**config.mk**
```make
export PLATFORM = sky130hd
export DESIGN_NAME = wheel_encoder_bank
export DESIGN_NICKNAME = d
export VERILOG_FILES = /design/src/rtl/wheel_encoder_bank_pkg.sv /design/src/rtl/wheel_encoder_bank_enc_channel.sv /design/src/rtl/wheel_encoder_bank.sv
export SDC_FILE = /design/constraint.sdc
export NUM_CORES = 1
export LEC_CHECK = 0
export ABC_CLOCK_PERIOD_IN_PS = 5900
export BUFFER_PORTS_ARGS = -buffer_cell sky130_fd_sc_hd__buf_2
export CAP_MARGIN = 20
export CORE_ASPECT_RATIO = 0.6
export CORE_MARGIN = 4
export CORE_UTILIZATION = 60
export DETAILED_ROUTE_END_ITERATION = 8
export MAX_ROUTING_LAYER = met4
export PLACE_DENSITY = 0.82
export SLEW_MARGIN = 10
export SYNTH_ARGS = -nofsm -noshare
export SYNTH_HDL_FRONTEND = slang
export SYNTH_SLANG_ARGS = --single-unit
export TNS_END_PERCENT = 10
```
**constraint.sdc**
```tcl
create_clock -name sclk -period 5.9 [get_ports sclk]
set_clock_uncertainty 0.1 [all_clocks]
set_input_delay 0.59 -clock sclk [delete_from_list [all_inputs] [get_ports sclk]]
set_output_delay 0.59 -clock sclk [all_outputs]
set_load 0.02 [all_outputs]
```
**src/rtl/wheel_encoder_bank_pkg.sv**
```systemverilog
// wheel_encoder_bank_pkg: shared types and the 4x quadrature decode helper for the wheel encoder bank.
package wheel_encoder_bank_pkg;

    localparam int ENC_SYNC_STAGES = 2;

    typedef logic signed [1:0] enc_delta_t;

    typedef struct packed {
        enc_delta_t delta;
        logic       illegal;
    } quad_res_t;

    // {A,B} forward order is 00->10->11->01; A_prev ^ B_cur is high only when stepping in reverse.
    function automatic quad_res_t quad_decode(input logic [1:0] prev, input logic [1:0] cur);
        quad_res_t  r;
        logic [1:0] diff;
        diff      = prev ^ cur;
        r.illegal = &diff;
        r.delta   = !(^diff) ? 2'sb00 : (prev[1] ^ cur[0]) ? 2'sb11 : 2'sb01;
        return r;
    endfunction

endpackage

```
**src/rtl/wheel_encoder_bank_enc_channel.sv**
```systemverilog
// wheel_encoder_bank_enc_channel: one encoder lane - synchronisers, 4x decode, wrapping position, saturating window accumulator.
// Index homing is compiled in only when WHEEL_ENC_INDEX_EN is defined.
module wheel_encoder_bank_enc_channel
    import wheel_encoder_bank_pkg::*;
#(
    parameter int POS_W = 32,
    parameter int VEL_W = 16
) (
    input  logic             sclk,
    input  logic             rstn,
    input  logic             a,
    input  logic             b,
    input  logic             i,
    input  logic             clr,
    input  logic             window_tick,
    output logic [POS_W-1:0] pos,
    output logic [VEL_W-1:0] vel,
    output logic             err,
    output logic             index_seen
);

    logic [ENC_SYNC_STAGES-1:0] sync_a, sync_b;
    logic [1:0]                 prev_ab, cur_ab;
    quad_res_t                  dec;
    logic [VEL_W-1:0]           acc, acc_next;
    logic [VEL_W:0]             acc_sum;
    logic                       home;

    assign cur_ab = {sync_a[ENC_SYNC_STAGES-1], sync_b[ENC_SYNC_STAGES-1]};
    assign dec    = quad_decode(prev_ab, cur_ab);

    // One guard bit detects signed overflow; clamp toward the sign of the true sum.
    always_comb begin
        acc_sum  = {acc[VEL_W-1], acc} + {{(VEL_W-1){dec.delta[1]}}, dec.delta};
        acc_next = (acc_sum[VEL_W] ^ acc_sum[VEL_W-1]) ?
                   {acc_sum[VEL_W], {(VEL_W-1){~acc_sum[VEL_W]}}} : acc_sum[VEL_W-1:0];
    end

    always_ff @(posedge sclk or negedge rstn) begin
        if (!rstn) begin
            sync_a  <= '0;
            sync_b  <= '0;
            prev_ab <= '0;
        end else begin
            sync_a  <= {sync_a[ENC_SYNC_STAGES-2:0], a};
            sync_b  <= {sync_b[ENC_SYNC_STAGES-2:0], b};
            prev_ab <= cur_ab;
        end
    end

    always_ff @(posedge sclk or negedge rstn) begin
        if (!rstn) begin
            pos <= '0;
            err <= 1'b0;
        end else if (clr) begin
            pos <= '0;
            err <= 1'b0;
        end else begin
            pos <= home ? '0 : pos + {{(POS_W-2){dec.delta[1]}}, dec.delta};
            err <= err | dec.illegal;
        end
    end

    // The terminal-cycle delta belongs to the closing window, so the new window starts from zero.
    always_ff @(posedge sclk or negedge rstn) begin
        if (!rstn) begin
            acc <= '0;
            vel <= '0;
        end else if (window_tick) begin
            acc <= '0;
            vel <= acc_next;
        end else begin
            acc <= acc_next;
        end
    end

`ifdef WHEEL_ENC_INDEX_EN
    logic [ENC_SYNC_STAGES-1:0] sync_i;
    logic                       prev_i;

    assign home = sync_i[ENC_SYNC_STAGES-1] & ~prev_i;

    always_ff @(posedge sclk or negedge rstn) begin
        if (!rstn) begin
            sync_i     <= '0;
            prev_i     <= 1'b0;
            index_seen <= 1'b0;
        end else begin
            sync_i     <= {sync_i[ENC_SYNC_STAGES-2:0], i};
            prev_i     <= sync_i[ENC_SYNC_STAGES-1];
            index_seen <= !clr & (index_seen | home);
        end
    end
`else
    logic unused_i;

    assign unused_i   = i;
    assign home       = 1'b0;
    assign index_seen = 1'b0;
`endif

endmodule

```
**src/rtl/wheel_encoder_bank.sv**
```systemverilog
// wheel_encoder_bank: NUM_ENC quadrature encoder lanes sharing one velocity sample window.
// Define WHEEL_ENC_INDEX_EN to enable index homing on enc_i.
module wheel_encoder_bank
    import wheel_encoder_bank_pkg::*;
#(
    parameter int SYSCLK_FREQ = 100_000_000,
    parameter int NUM_ENC     = 4,
    parameter int POS_W       = 32,
    parameter int VEL_W       = 16,
    parameter int SAMPLE_HZ   = 1000
) (
    input  logic                     sclk,
    input  logic                     rstn,
    input  logic [NUM_ENC-1:0]       enc_a,
    input  logic [NUM_ENC-1:0]       enc_b,
    input  logic [NUM_ENC-1:0]       enc_i,
    input  logic [NUM_ENC-1:0]       clr,
    output logic [NUM_ENC*POS_W-1:0] pos_out,
    output logic [NUM_ENC*VEL_W-1:0] vel_out,
    output logic                     sample_valid,
    output logic [NUM_ENC-1:0]       err,
    output logic [NUM_ENC-1:0]       index_seen
);

    localparam int WINDOW = SYSCLK_FREQ / SAMPLE_HZ;
    localparam int CNT_W  = WINDOW > 1 ? $clog2(WINDOW) : 1;

    logic [CNT_W-1:0] win_cnt;
    logic             window_tick;

    assign window_tick = win_cnt == CNT_W'(WINDOW - 1);

    always_ff @(posedge sclk or negedge rstn) begin
        if (!rstn) begin
            win_cnt      <= '0;
            sample_valid <= 1'b0;
        end else begin
            win_cnt      <= window_tick ? '0 : win_cnt + CNT_W'(1);
            sample_valid <= window_tick;
        end
    end

    for (genvar c = 0; c < NUM_ENC; c++) begin : g_ch
        wheel_encoder_bank_enc_channel #(
            .POS_W(POS_W),
            .VEL_W(VEL_W)
        ) u_ch (
            .sclk       (sclk),
            .rstn       (rstn),
            .a          (enc_a[c]),
            .b          (enc_b[c]),
            .i          (enc_i[c]),
            .clr        (clr[c]),
            .window_tick(window_tick),
            .pos        (pos_out[c*POS_W +: POS_W]),
            .vel        (vel_out[c*VEL_W +: VEL_W]),
            .err        (err[c]),
            .index_seen (index_seen[c])
        );
    end

endmodule

```
==> flow_metrics.env <==
export IMPL_regArea_mm2=0.00756
export IMPL_crit_path_max_fanout=26
export IMPL_cts_clk_slew_worst_paths_ps=70
export IMPL_layout_common_cells="nor2_1 (304), dfrtp_1 (302), buf_2 (209)"
export IMPL_fin_util_pct=68.0
export IMPL_finalHoldViolCount=0
export IMPL_synthDistinctLibCells=91
export IMPL_hold_path_depth=1
export IMPL_critPathLaunch="g_ch[1].u_ch.prev_ab[1]$_DFF_PN0_"
export IMPL_io_pin_count=219
export IMPL_vdd_drop_max_mv=0.262
export IMPL_portBuffers=210
export IMPL_endpoint_kind="flip-flop"
export IMPL_critPathKind="flip-flop to flip-flop"
export IMPL_pwr_density_cell_mw_per_mm2=510
export IMPL_critPathLaunchType="flip-flop"
export IMPL_syn_area_mm2=0.0191
export IMPL_postLayoutCellArea_mm2=0.0213
export IMPL_n_fill_cell=2533
export IMPL_rows=50
export IMPL_total_power_w=0.0109
export IMPL_yosys_area_share_simple_pct=25.7
export IMPL_clkSinkCount=302
export IMPL_grt_max_degree=155
export IMPL_ys_seq_area_share_pct=39.5
export IMPL_cts_tree="built"
export IMPL_grt_overflow_total=0
export IMPL_place_detailed_hpwl_um=37600
export IMPL_synth_mux_area_share_pct=2.48
export IMPL_leakagePower_nw=9.43
export IMPL_yosys_warnings=0
export IMPL_critical_path_arrival_ps=5210
export IMPL_grt_pass1_vias=16482
export IMPL_cts_root_buf="clkbuf_16"
export IMPL_cp_required_ps=6250
export IMPL_rsz0062_at_grt="false"
export IMPL_ys_ff_latch=302
export IMPL_drt_initial_drc_count=2168
export IMPL_reg2regPathDepth=12
export IMPL_swShare_pct=46.1
export IMPL_gp_congestion=0.984
export IMPL_p_int_w=0.00584
export IMPL_cap_viol_max_count=0
export IMPL_vias=17891
export IMPL_multiInputGateArea_mm2=0.0107
export IMPL_seq_power_share_pct=34.4
export IMPL_switchingPower_w=0.00501
export IMPL_placed_area_mm2=0.0202
export IMPL_min_path_type="input pin to flip-flop"
export IMPL_finalSetupViolCount=0
export IMPL_period_needed_ps=4860
export IMPL_wl_um=53700
export IMPL_synth_compound_area_share_pct=15.3
export IMPL_routedWlPerCell_um=19.4
export IMPL_grt_total_usage_pct=30.8
export IMPL_rr_startpoint="g_ch[1].u_ch.prev_ab[1]$_DFF_PN0_"
export IMPL_synth_ff_type="dfrtp_1"
export IMPL_synthToLayoutAreaGrowth_pct=11.2
export IMPL_min_period_over_period_pct=82.4
export IMPL_status="finished clean"
export IMPL_synth_top_family_by_area="simple AND/OR/NAND/NOR gates"
export IMPL_synth_fa_ha_area_share_pct=2.37
export IMPL_syn_instance_count=2234
export IMPL_grt_pass1_wl_um=88100
export IMPL_synthXorXnorAreaFrac_pct=10.1
export IMPL_ys_async_sr_fraction_pct=100
export IMPL_first_pass_iters=6
export IMPL_ant_nets=0
export IMPL_design_core_area_mm2=0.0313
export IMPL_slew_headroom_pct=25.6
export IMPL_setup_tns_final_ps=0
export IMPL_rrSetupSlack_ps=1040
export IMPL_die_y_um=146
export IMPL_start_util_pct=61.1
export IMPL_crit_path_end="g_ch[1].u_ch.pos[30]$_DFF_PN0_"
export IMPL_ctsHtreeMaxLevel=1
export IMPL_combPwrFrac_pct=46.6
export IMPL_antenna_found_initial=0
export IMPL_clock_fmax_mhz=206
export IMPL_drc=0
export IMPL_worst_pin_slew_ps=1100
export IMPL_p_clk_share_pct=19.0
export IMPL_syn_area_per_cell_um2=8.56
export IMPL_cts_buffer_depth=3
export IMPL_die_x_um=238
export IMPL_reg2reg_to="g_ch[1].u_ch.pos[30]$_DFF_PN0_"
export IMPL_num_nets_final=2379
export IMPL_synth_edff_count=0
export IMPL_avgViaCountPerCell=6.47
export IMPL_slew_violations=0
export IMPL_antenna_diode_count=0
export IMPL_clkLatencyLatePin_ps=570
export IMPL_dieArea_mm2=0.0349
export IMPL_layout_commonest_cell="nor2_1"
export IMPL_cts_buffers=30
export IMPL_drive_above_1_share_pct=14.3
critical path, cell delays in order, from the launching register on:
cell      delay (ps)
dfrtp_1          430
xor2_1           190
ha_1             880
nand2_1          210
xnor2_1          210
ha_1             250
or4_1            530
o211ai_1         380
a22oi_1          210
a41oi_1          530
o21ai_1          200
a41oi_1          260
mux2_2           350
per-stage QoR:
| step | worst slack (ps) | hold slack [ps] | std cells |
|---|---|---|---|
| after CTS | 1220 | 1.06 | 2766 |
| after global placement | 1370 | 232 | 2710 |
| final | 1040 | 23.2 | 2766 |
| after global routing | 805 | 8.97 | 2766 |
| after detailed placement | 1250 | 235 | 2710 |
| after floorplan | 980 | 194 | 2237 |
metal layers:
layer	global-route usage [%]	part of all wire, %
met4	6.87	2.1
met1	47.8	46
met2	41.6	42
met3	6.02	9.7
met5	-	0
cell usage after synthesis, types with 14 or more instances:
master / instances / area share, %
a21oi_1: 83 / 2.2
a31oi_1: 27 / 0.88
and2_1: 14 / 0.46
and3_1: 24 / 0.79
and4_1: 16 / 0.73
buf_1: 14 / 0.27
clkbuf_1: 139 / 2.7
dfrtp_1: 302 / 40
ha_1: 33 / 2.2
inv_1: 36 / 0.71
mux2i_1: 35 / 1.8
nand2_1: 160 / 3.1
nand3_1: 83 / 2.2
nand4_1: 56 / 1.8
nor2_1: 304 / 6.0
nor2b_1: 22 / 0.72
nor3_1: 104 / 2.7
nor4_1: 48 / 1.6
o211ai_1: 14 / 0.55
o21ai_0: 98 / 2.6
o21ai_1: 14 / 0.37
o22a_1: 22 / 1.0
o22ai_1: 23 / 0.75
o31ai_1: 15 / 0.59
or3_1: 36 / 1.2
or4_1: 49 / 1.9
xnor2_1: 147 / 6.7
xor2_1: 73 / 3.3
how the worst min path moves through the flow:
stage	start	endpoint
finish	enc_a[0]	g_ch[0].u_ch.sync_a[0]$_DFF_PN0_
global route	enc_a[0]	g_ch[0].u_ch.sync_a[0]$_DFF_PN0_
CTS	enc_a[1]	g_ch[1].u_ch.sync_a[0]$_DFF_PN0_
detailed placement	g_ch[0].u_ch.sync_b[0]$_DFF_PN0_	g_ch[0].u_ch.sync_b[1]$_DFF_PN0_
global placement	g_ch[1].u_ch.sync_a[0]$_DFF_PN0_	g_ch[1].u_ch.sync_a[1]$_DFF_PN0_
floorplan	rstn	g_ch[0].u_ch.acc[0]$_DFF_PN0_
repair_timing:
action | 4_1_cts | 5_1_grt
hold buffers | 2 | 0
gates resized for setup | 0 | 0
endpoints found under the hold margin | 90 | 0
buffers inserted | 0 | 0
power groups by stage:
stage | clock network [W] | registers (W) | logic, W
final | 0.00206 | 0.00373 | 0.00506
after CTS | 0.00209 | 0.00368 | 0.00500
after floorplan | 0 | 0.00348 | 0.00384
after global routing | 0.00219 | 0.00384 | 0.00557
after detailed placement | 0 | 0.00371 | 0.00496
after global placement | 0 | 0.00367 | 0.00481
logic make-up after synthesis:
logic type      Yosys count
compound gates          435
xor+xnor                220
fa+ha+maj                37
buf+inv                 213
flops                   302
mux                      46
other cells               1
simple gates            980
cell type report:
class / count / share of cell area [%]
inverter: 36 / 0.635
clock buffer: 46 / 4.43
sequential: 302 / 35.5
timing repair buffer: 236 / 5.99
multi-input combinational: 1722 / 50.4
clock inverter: 8 / 0.588
tap: 416 / 2.45
flip-flops by register name, summed over array words and instances, names as in the netlist:
register	cells
sample_valid	1
g_ch.u_ch.sync_a	8
g_ch.u_ch.prev_ab	8
g_ch.u_ch.acc	64
g_ch.u_ch.sync_b	8
g_ch.u_ch.pos	128
g_ch.u_ch.err	4
win_cnt	17
g_ch.u_ch.vel	64
No activity file was read; power rests on OpenSTA's default activity.
